$ cat src/rtl/sram_512x28_host_ctrl_pkg.sv
// Shared types and constants for the 512x28 SRAM host controller.
package sram_ctrl_pkg;

  typedef enum logic [1:0] {
    RESET_WAIT = 2'd0,
    INIT       = 2'd1,
    IDLE       = 2'd2
  } ctrl_state_e;

  localparam int unsigned SramAw    = 9;
  localparam int unsigned SramDw    = 28;
  localparam int unsigned SramDepth = 512;

  // Macro margin/timing controls are held at their nominal settings.
  localparam logic [2:0] SramMcDefault     = 3'b000;
  localparam logic [1:0] SramWaDefault     = 2'b00;
  localparam logic [1:0] SramWpulseDefault = 2'b00;

endpackage

$ cat src/rtl/sram_512x28_host_ctrl_init_seq.sv
// Init address sequencer: walks 0..Depth-1 once per start, then drops busy.
module sram_init_seq
  import sram_ctrl_pkg::*;
#(
  parameter int unsigned Depth = SramDepth,
  parameter int unsigned Aw    = SramAw
) (
  input  logic          clk,
  input  logic          clear,
  input  logic          start,
  output logic          busy,
  output logic [Aw-1:0] addr,
  output logic          last
);

  // One spare bit so the completion compare never relies on wrap-around.
  localparam logic [Aw:0] LastCnt = Depth - 1;
  localparam logic [Aw:0] CntOne  = 1;

  logic [Aw:0] cnt_r;
  logic        busy_r;

  // Counter and busy flag; clear beats start, start restarts from address 0.
  always_ff @(posedge clk) begin
    if (clear) begin
      cnt_r  <= '0;
      busy_r <= 1'b0;
    end else if (start) begin
      cnt_r  <= '0;
      busy_r <= 1'b1;
    end else if (busy_r) begin
      if (cnt_r == LastCnt) begin
        cnt_r  <= '0;
        busy_r <= 1'b0;
      end else begin
        cnt_r  <= cnt_r + CntOne;
        busy_r <= 1'b1;
      end
    end else begin
      cnt_r  <= cnt_r;
      busy_r <= busy_r;
    end
  end

  assign busy = busy_r;
  assign addr = cnt_r[Aw-1:0];
  assign last = busy_r && (cnt_r == LastCnt);

endmodule

$ cat src/rtl/sram_512x28_host_ctrl.sv
// Host-side controller for the 512x28 bit-write-enable SRAM macro.
module sram_512x28_host_ctrl
  import sram_ctrl_pkg::*;
#(
  parameter int unsigned   Depth       = SramDepth,
  parameter int unsigned   Aw          = SramAw,
  parameter int unsigned   Dw          = SramDw,
  parameter bit            InitOnReset = 1'b1,
  parameter logic [Dw-1:0] InitValue   = '0,
  parameter logic [2:0]    McVal       = SramMcDefault,
  parameter logic [1:0]    WpulseVal   = SramWpulseDefault,
  parameter logic [1:0]    WaVal       = SramWaDefault
) (
  input  logic          clk_i,
  input  logic          rst_i,
  input  logic          req_i,
  output logic          gnt_o,
  input  logic          we_i,
  input  logic [Aw-1:0] addr_i,
  input  logic [Dw-1:0] wdata_i,
  input  logic [Dw-1:0] wmask_i,
  output logic          rvalid_o,
  output logic [Dw-1:0] rdata_o,
  input  logic          init_req_i,
  output logic          init_done_o,
  output logic          sram_ren_o,
  output logic          sram_wen_o,
  output logic [Aw-1:0] sram_adr_o,
  output logic [Dw-1:0] sram_din_o,
  output logic [Dw-1:0] sram_wbeb_o,
  input  logic [Dw-1:0] sram_q_i,
  output logic [2:0]    sram_mc_o,
  output logic          sram_mcen_o,
  output logic          sram_clkbyp_o,
  output logic [1:0]    sram_wa_o,
  output logic [1:0]    sram_wpulse_o,
  output logic          sram_wpulseen_o,
  output logic          sram_fwen_o
);

  ctrl_state_e   state_r;
  logic          start_s;
  logic          init_busy_s;
  logic          init_last_s;
  logic [Aw-1:0] init_addr_s;
  logic          rvalid_r;
  logic [Dw-1:0] hold_r;

  sram_init_seq #(
    .Depth (Depth),
    .Aw    (Aw)
  ) u_init_seq (
    .clk   (clk_i),
    .clear (rst_i),
    .start (start_s),
    .busy  (init_busy_s),
    .addr  (init_addr_s),
    .last  (init_last_s)
  );

  // Control FSM: reset wait, optional init pass, then idle servicing the host.
  always_ff @(posedge clk_i) begin
    if (rst_i) begin
      state_r <= RESET_WAIT;
    end else begin
      case (state_r)
        RESET_WAIT: state_r <= InitOnReset ? INIT : IDLE;
        INIT:       state_r <= init_last_s ? IDLE : INIT;
        IDLE:       state_r <= init_req_i ? INIT : IDLE;
        default:    state_r <= RESET_WAIT;
      endcase
    end
  end

  // Macro strobes, grant and sequencer start, decoded from state and the live request.
  always_comb begin
    gnt_o       = 1'b0;
    start_s     = 1'b0;
    sram_ren_o  = 1'b0;
    sram_wen_o  = 1'b0;
    sram_adr_o  = '0;
    sram_din_o  = '0;
    sram_wbeb_o = '1;
    if (rst_i) begin
      start_s = 1'b0;
    end else begin
      case (state_r)
        RESET_WAIT: start_s = InitOnReset;
        INIT: begin
          if (init_busy_s) begin
            sram_wen_o  = 1'b1;
            sram_adr_o  = init_addr_s;
            sram_din_o  = InitValue;
            sram_wbeb_o = '0;
          end else begin
            sram_wen_o  = 1'b0;
          end
        end
        IDLE: begin
          gnt_o   = ~init_req_i;
          start_s = init_req_i;
          if (req_i && !init_req_i) begin
            sram_adr_o = addr_i;
            if (we_i) begin
              // A zero mask is still granted but must not disturb the array.
              sram_wen_o  = |wmask_i;
              sram_din_o  = wdata_i;
              sram_wbeb_o = ~wmask_i;
            end else begin
              sram_ren_o  = 1'b1;
            end
          end else begin
            sram_adr_o = '0;
          end
        end
        default: start_s = 1'b0;
      endcase
    end
  end

  // Read response: rvalid one cycle after an issued read; hold last read data.
  always_ff @(posedge clk_i) begin
    if (rst_i) begin
      rvalid_r <= 1'b0;
      hold_r   <= '0;
    end else begin
      rvalid_r <= sram_ren_o;
      if (rvalid_r) begin
        hold_r <= sram_q_i;
      end else begin
        hold_r <= hold_r;
      end
    end
  end

  assign rvalid_o    = rvalid_r;
  assign rdata_o     = rvalid_r ? sram_q_i : hold_r;
  assign init_done_o = ~rst_i && (state_r == IDLE);

  assign sram_mc_o       = McVal;
  assign sram_mcen_o     = 1'b0;
  assign sram_clkbyp_o   = 1'b0;
  assign sram_wa_o       = WaVal;
  assign sram_wpulse_o   = WpulseVal;
  assign sram_wpulseen_o = 1'b0;
  assign sram_fwen_o     = 1'b0;

endmodule

$ cat config.mk
export PLATFORM = sky130hd
export DESIGN_NAME = sram_512x28_host_ctrl
export DESIGN_NICKNAME = d
export VERILOG_FILES = /design/src/rtl/sram_512x28_host_ctrl_pkg.sv /design/src/rtl/sram_512x28_host_ctrl_init_seq.sv /design/src/rtl/sram_512x28_host_ctrl.sv
export SDC_FILE = /design/constraint.sdc
export NUM_CORES = 1
export LEC_CHECK = 0
export ABC_AREA = 1
export CORE_ASPECT_RATIO = 2
export CORE_MARGIN = 5
export CORE_UTILIZATION = 32
export DETAILED_ROUTE_END_ITERATION = 6
export PLACE_DENSITY = 0.79
export SLEW_MARGIN = 15
export SYNTH_ARGS = -nofsm -noshare
export SYNTH_HDL_FRONTEND = slang
export SYNTH_SLANG_ARGS = --single-unit
$ cat constraint.sdc
create_clock -name clk_i -period 1.4 [get_ports clk_i]
set_clock_uncertainty 0.15 [all_clocks]
set_input_delay 0.28 -clock clk_i [delete_from_list [all_inputs] [get_ports clk_i]]
set_output_delay 0.28 -clock clk_i [all_outputs]
set_load 0.005 [all_outputs]
Yosys cells after proc, flatten, opt, wreduce, memory -nomap -nowiden
Index checks and enable logic that the tools add are counted.

storage, ports and cells
  input bits = 98
  logic and storage cells = 53
  output and inout bits = 109
  register bits after elaboration = 42

cells by class
  mux-type cells = 34
  $add $sub $neg = 1
  reduce and logical (&&, ||, !) cells = 7
  eq/ne operators = 3
  bitwise logic cells = 3

operator list
  operator                                                                number
  28-bit two-way mux                                                      9
  28-bit case mux with 2 select lines                                     1
  28-bit NOT                                                              1
  28-bit OR reduction                                                     1
  9-bit two-way mux                                                       3
  9-bit case mux with 2 select lines                                      1
  1-bit two-way mux                                                       14
  10-bit by 1-bit adder with 10-bit output, second input constant         1
  10-bit by 9-bit equality test with 1-bit output, second input constant  1
  10-bit two-way mux                                                      1
  2-bit case mux with 3 select lines                                      1
  2-bit two-way mux                                                       2
  1-bit case mux with 2 select lines                                      2
  1-bit logical AND                                                       3
  2-bit by 1-bit equality test with 1-bit output, second input constant   1
  2-bit equality test, second input constant                              1
  2-bit logical NOT                                                       1
  1-bit NOT                                                               2
  2-bit OR reduction                                                      1
  1-bit logical NOT                                                       1

Depth between registers and ports, before layout
  depth in word-level cells = 5
  mapped depth = 8
  depth with buffers taken out = 7

Cells and area by module
From an unflattened synthesis, not the netlist that was laid out.

second synthesis, totals
  cell total of the unflattened synthesis = 491
  area, all modules = 2,929.1 µm²

by module, submodules not included
  module                 cells an instance  instances  area an instance (µm²)  seq. area each (µm²)
  sram_512x28_host_ctrl  410                1          2,317.2                 620.6
  sram_init_seq          81                 1          611.8                   220.2

Worst setup path after synthesis
No wires, ideal clock.

  path kind = register -> output
  from = register state_r[0]
  to = output port sram_wbeb_o[10]
  stages on the path, launching flop included = 7
  path slack = -0.228 ns
  buffers on the path = 1
  data required time = 0.970 ns
  arrival = 1.198 ns
  cell sequence = dfxtp_1 > inv_1 > ha_1 > nand2_1 > a21oi_4 > buf_4 > nand2_1

between the ends
  longest elaborated chain between the ends = 3
  elaborated cells between the ends (all ways) = 4
  those cells by class = eq/ne (2); mux (2)

ends and longest elaborated chain
  item                                                                                   line                         RTL
  from (decl)                                                                            sram_512x28_host_ctrl.sv:41  ctrl_state_e state_r;
  from (signal assigned)                                                                 sram_512x28_host_ctrl.sv:67  RESET_WAIT: state_r <= InitOnReset ? INIT : IDLE;
  from (signal assigned)                                                                 sram_512x28_host_ctrl.sv:68  INIT: state_r <= init_last_s ? IDLE : INIT;
  from (signal assigned)                                                                 sram_512x28_host_ctrl.sv:69  IDLE: state_r <= init_req_i ? INIT : IDLE;
  2-bit equality test or 2-bit by 1-bit equality test with 1-bit output (tied branches)  sram_512x28_host_ctrl.sv:87  case (state_r)
  28-bit case mux with 2 select lines *                                                  sram_512x28_host_ctrl.sv:87
  28-bit two-way mux *                                                                   sram_512x28_host_ctrl.sv:84  if (rst_i) begin
  to (decl)                                                                              sram_512x28_host_ctrl.sv:30  output logic [Dw-1:0] sram_wbeb_o,

Mark *: on every way between the ends. The rest lies on a longest branch, timed or not.

Final worst setup path
  from = register state_r[1]
  to = output port sram_adr_o[0]

between the ends
  longest elaborated chain between the ends = 3
  elaborated cells between the ends (all ways) = 4
  those cells by class = eq/ne (2); mux (2)

ends and longest elaborated chain
  item                                                                                   line                         RTL
  2-bit equality test or 2-bit by 1-bit equality test with 1-bit output (tied branches)  sram_512x28_host_ctrl.sv:87
  9-bit case mux with 2 select lines *                                                   sram_512x28_host_ctrl.sv:87
  9-bit two-way mux *                                                                    sram_512x28_host_ctrl.sv:84
  to (decl)                                                                              sram_512x28_host_ctrl.sv:28  output logic [Aw-1:0] sram_adr_o,

Marked as above.

==> results.json <==
{
  "critPathArrivalTime_ps": 1780,
  "drive_gt1_share_pct": 57.2,
  "cts_buffers": 5,
  "synth_area_leaders": "dfxtp_1 29%, nand2_1 25%, nand3_1 8.3%",
  "r2r-end": "u_init_seq.cnt_r[8]",
  "synth_edf_count": 0,
  "fin_nets": 930,
  "p_leak_nw": 3.25,
  "cts_root_buf": "clkbuf_16",
  "dieWidth_um": 76.7,
  "synth_top_area_share_pct": 29.5,
  "r2r-start": "state_r[1]",
  "synthFlopType": "dfxtp_1",
  "syn-instance-count": 475,
  "antennaDiodeCount": 0,
  "critical-path-top-delay-family": "buffers and inverters",
  "cp_cell_sequence": "buf_6 > ha_4 > inv_6 > buf_12 > nor2_4 > buf_6 > buf_6 > nand3_2 > a21oi_2 > buf_2",
  "yosys.area.top_type": "dfxtp_1",
  "synth_cell_type_count": 32,
  "holdCritPathClass": "reg2reg",
  "worstPathRequired_ps": 970,
  "clk_latency_ps": 290,
  "die_y_um": 143,
  "final.min_clock_period_ps": 2210,
  "grt_use_total_pct": 27.2,
  "hold_path_startpoint": "hold_r[24]",
  "grt_max_degree": 29,
  "grt_pass1_vias": 4883,
  "dp.cells": 826,
  "rows": 48,
  "max-vdd-ir-drop_mv": 0.675,
  "via_per_inst": 5.40,
  "gp_congestion": 0.835,
  "hpwl_mm": 9.36,
  "rsz0062_at_grt": "yes",
  "wl_per_cell_um": 21.3,
  "holdBufCountCts": 0,
  "r2r_cells": 10,
  "antenna_found_initial": 0,
  "crit_type": "reg2out",
  "maxCapViolCount": 0,
  "hold_viol": 0,
  "multi_input_area_um2": 2550,
  "cp-end-kind": "output pin",
  "worstPathMaxFanout": 4,
  "cpMaxStageDelayCell": "dfxtp_2",
  "reg2reg_slack_ps": -640,
  "start_kind": "flop",
  "ios": 207,
  "crit_path_frequent_cell": "buf_6",
  "cts_tree": "yes",
  "firstDrtPassIters": 5,
  "drt-total-wl_mm": 19.7,
  "dp_slack_ps": -1090,
  "drt_iter0_markers": 327,
  "synth.cells.most_frequent": "193 x nand2_1, 59 x nor2_1, 47 x nand3_1",
  "min_path_cells": 2,
  "critPathMaxStageDelay_ps": 360,
  "post_layout_nonfiller_instances": 928,
  "postLayoutCellArea_um2": 7370,
  "synth.most_common_cell": "nand2_1",
  "fillers": 440,
  "cts.sinks": 42,
  "syn-cell-area_um2": 2850,
  "start_util_pct": 33.0,
  "whs_endpoint": "hold_r[24]",
  "critical_path_buf_inv_count": 6,
  "setup_viol": 119,
  "slew_viol_final": 0,
  "post_dp_cell_area_um2": 5470,
  "syn_to_final_growth_pct": 159,
  "finalWorstSetupSlack_ps": -807,
  "synthArstFlopShare_pct": 0,
  "finalCritPeriodShare_pct": 158,
  "drc": 0,
  "ff_latch_area_um2": 852,
  "route.vias.total": 5012,
  "port_buffers": 195,
  "grt_first_pass_wirelength_mm": 24.2,
  "outcome": "finished with violations",
  "synth_seq_cells": 42,
  "yosysWarningCount": 0,
  "grt-ovfl-total": 0,
  "core_um2": 8650,
  "fmax_ghz": 0.453,
  "dieArea_um2": 11000,
  "path_depth": 10,
  "powerDensity_nw_per_um2": 468,
  "cts.clk_slew.worst_paths_ps": 60,
  "htree_levels": 2,
  "postRouteAntennaNets": 0,
  "ys_seq_area_share_pct": 29.5,
  "violations": "setup timing",
  "cts.path.max_buffers": 2,
  "syn_avg_cell_area_um2": 6.00
}
## where the power goes
group          total, mW  internal, mW  switching, mW  leakage (nW)
clock network       1.35         0.843          0.506        0.0771
registers           1.21          1.20        0.00834         0.342
logic              0.892         0.514          0.378          2.84
## tightest hold or removal path, cell delays in order (launching register included)
cell     delay [ps]
dfxtp_1         330
nand2_4          70
a21oi_1          60
## worst max path at each step
| stage | from | end | slack, ps |
|---|---|---|---|
| after floorplan | state_r[0] | sram_wbeb_o[10] | -170 |
| after global placement | init_req_i | sram_adr_o[0] | -1090 |
| after detailed placement | init_req_i | sram_adr_o[1] | -1090 |
| after CTS | state_r[1] | sram_wbeb_o[18] | -840 |
| after global routing | state_r[1] | sram_wbeb_o[3] | -850 |
| final | state_r[1] | sram_adr_o[0] | -810 |
## what timing repair did
action	in CTS	in global routing
buffers inserted	61	35
setup endpoints to repair	111	115
cloned	12	2
gates resized for setup	589	147
pin swaps	30	39
hold endpoints to repair	0	0
## routing by layer
metal,global-route usage (%),wire length [um],vias to the layer above
li1,-,-,2192
met1,24.4,5990,2341
met2,56.2,10600,346
met3,4.02,1440,133
met4,14.1,1740,0
met5,0,0,-
## registers in the layout, indices dropped and copies added, names as in the netlist
| name | flops |
|---|---|
| rvalid_o | 1 |
| u_init_seq.busy | 1 |
| u_init_seq.cnt_r | 10 |
| hold_r | 28 |
| state_r | 2 |
## stage by stage
| stage | total power, mW | TNS (ps) | utilization (%) | hold slack, ps |
|---|---|---|---|---|
| 2_1_floorplan | 1.46 | -8610 | - | 206 |
| 3_3_place_gp | 1.91 | -85110 | 63.2 | 310 |
| 3_5_place_dp | 1.92 | -86580 | 63.2 | 312 |
| 4_1_cts | 3.37 | -58990 | 77.0 | 316 |
| 5_1_grt | 3.52 | -69260 | 85.2 | 367 |
| 6_report | 3.45 | -64320 | 85.2 | 356 |
## kinds of logic after synthesis
logic type / after synthesis / synth area share, %
and+or+nand+nor: 313 / 45.3
buffers and inverters: 57 / 11.4
AOI/OAI and AO/OA: 54 / 10.5
DFF: 42 / 29.5
adders and majority gates: 5 / 2.19
xor gates and xnor gates: 3 / 0.922
other: 1 / 0.132
## cells in the final DEF, fill, tap and decap left out, types with 7 or more instances in the layout
cell type        count
clkdlybuf4s50_1     94
nand2_4             51
nor2_2               9
nor2_4               7
buf_8                8
buf_12              16
nand2_1             76
a21oi_2             18
conb_1              11
buf_2               68
nor2_1              49
dfxtp_1             37
buf_4              100
clkbuf_16            7
a21oi_1             25
nand3_1             39
buf_6               78
inv_1                8
nand2_2             67
nand3_2              7
## final cells by class
| type | count | area share (%) |
|---|---|---|
| clock inverter | 2 | 0.509 |
| sequential | 42 | 11.6 |
| timing repair buffer | 375 | 48.8 |
| inverter | 16 | 1.02 |
| clock buffer | 6 | 1.75 |
| multi-input combinational | 387 | 34.7 |
| tap | 100 | 1.70 |
Note: power is estimated with default switching activity, not from simulation.
